[src/rtl/fetch_queue.sv]
// Fetch-to-decode instruction queue: circular buffer of {PC, Instr} pairs whose head
// drives the decode-stage bus; a redirect flushes every buffered entry in one cycle.
module fetch_queue #(
    parameter int unsigned DEPTH = 4,
    parameter logic [31:0] NOP   = 32'h0000_0013
) (
    input  logic                   clk,
    input  logic                   reset,
    input  logic [31:0]            InstrF,
    input  logic [31:0]            PCF,
    input  logic                   FetchValidF,
    output logic                   FetchReadyF,
    input  logic                   StallD,
    input  logic                   FlushD,
    output logic [31:0]            InstrD,
    output logic [31:0]            PCD,
    output logic [31:0]            PCPlus4D,
    output logic                   ValidD,
    output logic [$clog2(DEPTH):0] CountD
);

    localparam int unsigned PW = $clog2(DEPTH);
    localparam int unsigned CW = PW + 1;

    logic [31:0]   instr_q [DEPTH];
    logic [31:0]   pc_q    [DEPTH];
    logic [PW-1:0] rd_ptr_q, rd_ptr_d;
    logic [PW-1:0] wr_ptr_q, wr_ptr_d;
    logic [CW-1:0] count_q, count_d;
    logic          push;
    logic          pop;
    logic          head_valid;

    // Readiness and head visibility depend only on registered occupancy.
    assign head_valid  = (count_q != '0);
    assign FetchReadyF = (count_q < CW'(DEPTH));

    // Pointer and occupancy update; flush collapses the queue and beats push/pop.
    always_comb begin
        push     = FetchValidF & FetchReadyF & ~FlushD;
        pop      = head_valid & ~StallD & ~FlushD;
        rd_ptr_d = rd_ptr_q;
        wr_ptr_d = wr_ptr_q;
        count_d  = count_q;
        if (FlushD) begin
            rd_ptr_d = wr_ptr_q;
            count_d  = '0;
        end else begin
            if (push) wr_ptr_d = wr_ptr_q + PW'(1);
            if (pop)  rd_ptr_d = rd_ptr_q + PW'(1);
            case ({push, pop})
                2'b10:   count_d = count_q + CW'(1);
                2'b01:   count_d = count_q - CW'(1);
                default: count_d = count_q;
            endcase
        end
    end

    always_ff @(posedge clk) begin
        if (reset) begin
            rd_ptr_q <= '0;
            wr_ptr_q <= '0;
            count_q  <= '0;
        end else begin
            rd_ptr_q <= rd_ptr_d;
            wr_ptr_q <= wr_ptr_d;
            count_q  <= count_d;
        end
    end

    // Entry storage is never cleared; occupancy alone decides what is visible.
    always_ff @(posedge clk) begin
        if (push) begin
            instr_q[wr_ptr_q] <= InstrF;
            pc_q[wr_ptr_q]    <= PCF;
        end
    end

    always_comb begin
        ValidD   = head_valid;
        InstrD   = head_valid ? instr_q[rd_ptr_q] : NOP;
        PCD      = head_valid ? pc_q[rd_ptr_q] : 32'h0;
        PCPlus4D = head_valid ? (pc_q[rd_ptr_q] + 32'd4) : 32'h0;
        CountD   = count_q;
    end

endmodule
[config.mk]
export PLATFORM = sky130hd
export DESIGN_NAME = fetch_queue
export DESIGN_NICKNAME = d
export VERILOG_FILES = /design/src/rtl/fetch_queue.sv
export SDC_FILE = /design/constraint.sdc
export NUM_CORES = 1
export LEC_CHECK = 0
export ABC_AREA = 1
export CAP_MARGIN = 10
export CORE_MARGIN = 2
export CORE_UTILIZATION = 50
export CTS_CLUSTER_DIAMETER = 30
export DETAILED_ROUTE_END_ITERATION = 10
export PLACE_DENSITY_LB_ADDON = 0.25
export SLEW_MARGIN = 20
export SYNTH_ARGS = -nofsm -noshare
export SYNTH_HDL_FRONTEND = slang
export SYNTH_SLANG_ARGS = --single-unit
[constraint.sdc]
create_clock -name clk -period 4.1 [get_ports clk]
set_input_delay 0.41 -clock clk [delete_from_list [all_inputs] [get_ports clk]]
set_output_delay 0.41 -clock clk [all_outputs]
set_load 0.005 [all_outputs]
### Word-level counts from Yosys, hierarchy flattened

Memory sizes are Yosys's and may differ from the RTL's. A register that Yosys moved wholly into a read port is not among the register bits.
Cells that the tools add are included.

* register bits: 7
* output and inout port bits: 101
* word-level logic and storage cells: 36
* input port bits: 69
* memories kept: 2
* bits in writable memories: 256

* bitwise operators: 6
* add/subtract/negate cells: 5
* order comparisons: 1
* reduce and logical (&&, ||, !) cells: 5
* eq/ne operators: 2
* mux-type cells: 12

Memories
* instr_q: words 4, width 32, rd ports 1, clocked after memory_dff 1, wr ports 1, RTL line 25 `logic [31:0] instr_q [DEPTH];`
* pc_q: words 4, width 32, rd ports 1, clocked after memory_dff 1, wr ports 1, RTL line 26 `logic [31:0] pc_q [DEPTH];`

Operators by type and width (number)
* 32-bit two-way mux: 3
* 32-bit by 3-bit adder with 32-bit output, second input constant: 1
* 2-bit two-way mux: 6
* 3-bit one-hot mux with 2 select lines: 1
* 2-bit by 1-bit adder with 2-bit output, second input constant: 2
* 1-bit AND: 4
* 2-bit nonzero test: 2
* 3-bit by 1-bit adder with 3-bit output, second input constant: 1
* 3-bit < comparator, second input constant: 1
* 3-bit nonzero test: 1
* 3-bit by 1-bit subtractor with 3-bit output, second input constant: 1
* 2-bit by 1-bit equality test with 1-bit output, second input constant: 1
* 2-bit equality test, second input constant: 1
* 1-bit two-way mux: 2
* 1-bit inverter: 2
* 2-bit AND reduction: 1
* 2-bit OR reduction: 1

### Longest topological paths before layout

* depth in word-level cells: 7
* depth in mapped cells: 16

### Worst setup path after synthesis

No wires, ideal clock.

* kind: input to register
* start point: input port FlushD
* end point: memory instr_q[0][0] (enable)
* arrival time: 3412 ps
* required time: 3613 ps
* path buffers: 0
* setup time: 487 ps
* stages: 3
* slack: 201 ps
* path through: inv_1 nand3_1 nor2_1

* longest elaborated chain between the ends: 4

Ends and longest elaborated chain
* start: declaration: RTL line 14 `input logic FlushD,`
* 1-bit inverter (no source line)
* 1-bit AND: RTL line 40 `push = FetchValidF & FetchReadyF & ~FlushD;`
* 1-bit two-way mux: RTL line 73 `if (push) begin`
* 1-bit two-way mux (not written as such): RTL line 74 `instr_q[wr_ptr_q] <= InstrF;`
* end: declaration: RTL line 25

Every way passes these cells.

==> impl_metrics.ini <==
[run_status]
outcome = complete, no violations

[route]
viasPerCell = 5.28
wl_per_cell_um = 17.1
vias = 9365
wl_mm = 30.2
dr.pass1.iters = 8
dr.first_iter.drc_count = 713
drcViolationCount = 0
ant_nets = 0

[sta]
hold_viol_final = 0
max_freq_ghz = 0.254
worst_pin_slew_ns = 1.06
max_slew_margin = 0.290
period_needed_ns = 3.93
final-setup-viol-count = 0
period_share = 0.959
whs_ns = 0.481
fin_skew_ns = 0.0156
drv_slew = 0
grt_setup_unrepaired = false
tns_ns = 0

[cts]
h-tree-depth = 2
clock_latency_ns = 0.56
clkSinkCount = 265
cts_hold_buf = 0
cts_root_buf = clkbuf_16
numCtsBuffers = 51
cts.path.max_buffers = 3
path_clk_slew_ns = 0.05
cts_tree = done

[yosys]
synth_top_cell_area_share = 0.636
synth.most_common_cell = nand2_1
synth.net_count = 1311
synth_common_cells = nand2_1, edfxtp_1, nor2_1
syn_area_sq_mm = 0.0121
synth_top_cell_by_area = edfxtp_1
async_reset_ff_frac = 0
yosysWarnings = 0
synth_ff_type = edfxtp_1
synth-seq-cells = 265
netlist_instances = 1235
ys_types = 30
synth_edf_count = 256
seq_area_frac_synth = 0.651
synth.avg_cell_area_sq_um = 9.79
yosys-top-cells-area = edfxtp_1, nand2_1, nor2_1, o21ai_0, nand3_1

[setup_path]
reg2reg_slack_ns = 1.64
cpMaxStageDelayCell = dfxtp_4
crit_arrival_ns = 3.52
cp.required_ns = 3.69
crit_type = reg2out
critPathCaptureType = output port
worst_setup_path_start_kind = flip-flop
path_cells = inv_2 -> buf_4 -> nand3_1 -> nand2_1 -> nor2_1 -> nand2_1 -> nor2_1 -> nand3_1 -> nand2_1 -> nand2_1 -> nor2_1 -> clkdlybuf4s50_1
crit_path_frequent_cell = nand2_1
slowest_delay_ns = 0.58
path_max_fanout = 31

[floorplanning]
io_pins = 170
coreArea_sq_mm = 0.0236
die_h_um = 159
rows = 56
start_util = 0.512
die_width_um = 159
dieArea_sq_mm = 0.0254

[global_route]
grt_pass1_wl_mm = 47.1
grt_pass1_vias = 9024
grt_start_max_net_pins = 69
grt_util_all_layers = 0.233
grt_overflow = 0
antenna_found_initial = 1

[power_and_ir_drop]
powerDensity_mw_per_mm2 = 504
leakagePower_uw = 0.00595
ir_drop_mv = 0.421

[placement]
hpwlAfterDp_mm = 18.8
portBuffers = 169
gp_congestion = 0.900

[final_layout]
nets = 1491
nFillCells = 1861
layout-drive-gt1-share = 0.0893
final_util = 0.672
antennaDiodeCount = 0
area_growth_pct = 31.3

[job]
drv_cap = 0

[min_path]
hp-class = in2reg
-- report_power, final --
group	switching (uW)	leakage [uW]	internal (uW)
registers	25.6	0.00240	3050
clock network	1370	0.000854	2830
logic	446	0.00270	282
-- state kept, by name, summed over array words and instances (netlist names), named ones only --
signal    flops
instr_q     128
CountD        3
pc_q        128
rd_ptr_q      2
wr_ptr_q      2
-- metal layers --
layer,share of wire,track usage,vias to the layer above
met2,0.48,0.392,351
met5,0.00043,0,-
met3,0.078,0.0573,55
met1,0.42,0.296,4419
met4,0.023,0.0826,2
li1,-,-,4538
-- area by class of cell --
| type | count | area, sq um | share of cell area |
|---|---|---|---|
| Sequential cell | 265 | 7880 | 0.496 |
| Clock buffer | 61 | 1380 | 0.0866 |
| Tap cell | 319 | 399 | 0.0251 |
| Clock inverter | 32 | 403 | 0.0254 |
| Timing Repair Buffer | 187 | 1900 | 0.119 |
| Inverter | 47 | 184 | 0.0116 |
| Multi-Input combinational cell | 863 | 3740 | 0.236 |
-- cells in the final DEF, fill, tap and decap left out, types with 2 or more instances in the layout --
master	Yosys	final
nor2_2	12	12
edfxtp_1	256	256
clkbuf_8	0	4
nor3_1	7	6
o21ai_1	2	2
nand2_1	356	356
inv_1	45	45
clkinv_2	0	6
buf_4	9	10
clkinv_1	0	6
nor2_1	244	240
a21oi_1	53	53
buf_6	7	3
clkinvlp_4	0	5
clkdlybuf4s50_1	0	169
o21ai_0	83	83
ha_1	6	6
and2_1	2	2
nand2_2	5	5
nand3_1	79	79
clkinv_4	0	5
o311ai_0	3	3
dfxtp_1	9	7
clkbuf_1	22	5
clkbuf_16	0	52
bufinv_16	0	7
dfxtp_4	0	2
o211ai_1	2	2
buf_12	0	4
nor2_4	3	7
-- per-stage QoR --
stage / cells / instance area (sq um) / power [uW] / setup WS, ns
after detailed placement: 1680 / 14100 / 3840 / 0.735
after global routing: 1774 / 15900 / 8260 / 0.00272
after CTS: 1773 / 15800 / 8040 / 0.138
final: 1774 / 15900 / 8000 / 0.169
after global placement: 1680 / 14100 / 3830 / 0.767
after floorplan: 1235 / 12100 / 3510 / 0.201
-- final timing paths --
path                                      end  depth (start not counted)  startpoint
worst min-delay path            instr_q[3][5]                          1   InstrF[5]
worst max register to register      CountD[1]                          7   CountD[1]
worst max-delay path             PCPlus4D[23]                         12   flip-flop
worst min register to register      CountD[0]                          2   CountD[0]
-- critical path: cells and delay by family (launching register included) --
kind                   cells  cell delay, ns
buffers and inverters      3            1.13
flip-flops                 1            0.58
AND/OR/NAND/NOR            9            1.25
-- cells by family (layout without fill, tap and decap cells) --
group | after synthesis | after routing | synth area share
xor+xnor | 1 | 1 | 0.000725
compound gates | 146 | 146 | 0.0625
fa+ha+maj | 7 | 7 | 0.00787
buf+inv | 107 | 327 | 0.0425
simple gates | 709 | 709 | 0.235
flops | 265 | 265 | 0.651
-- timing repair --
| item | 4_1_cts | 5_1_grt |
|---|---|---|
| gates resized for setup | 0 | 4 |
| buffers inserted | 0 | 1 |
| setup endpoints to repair | 0 | 18 |
Note: power is estimated with default switching activity, not from simulation.
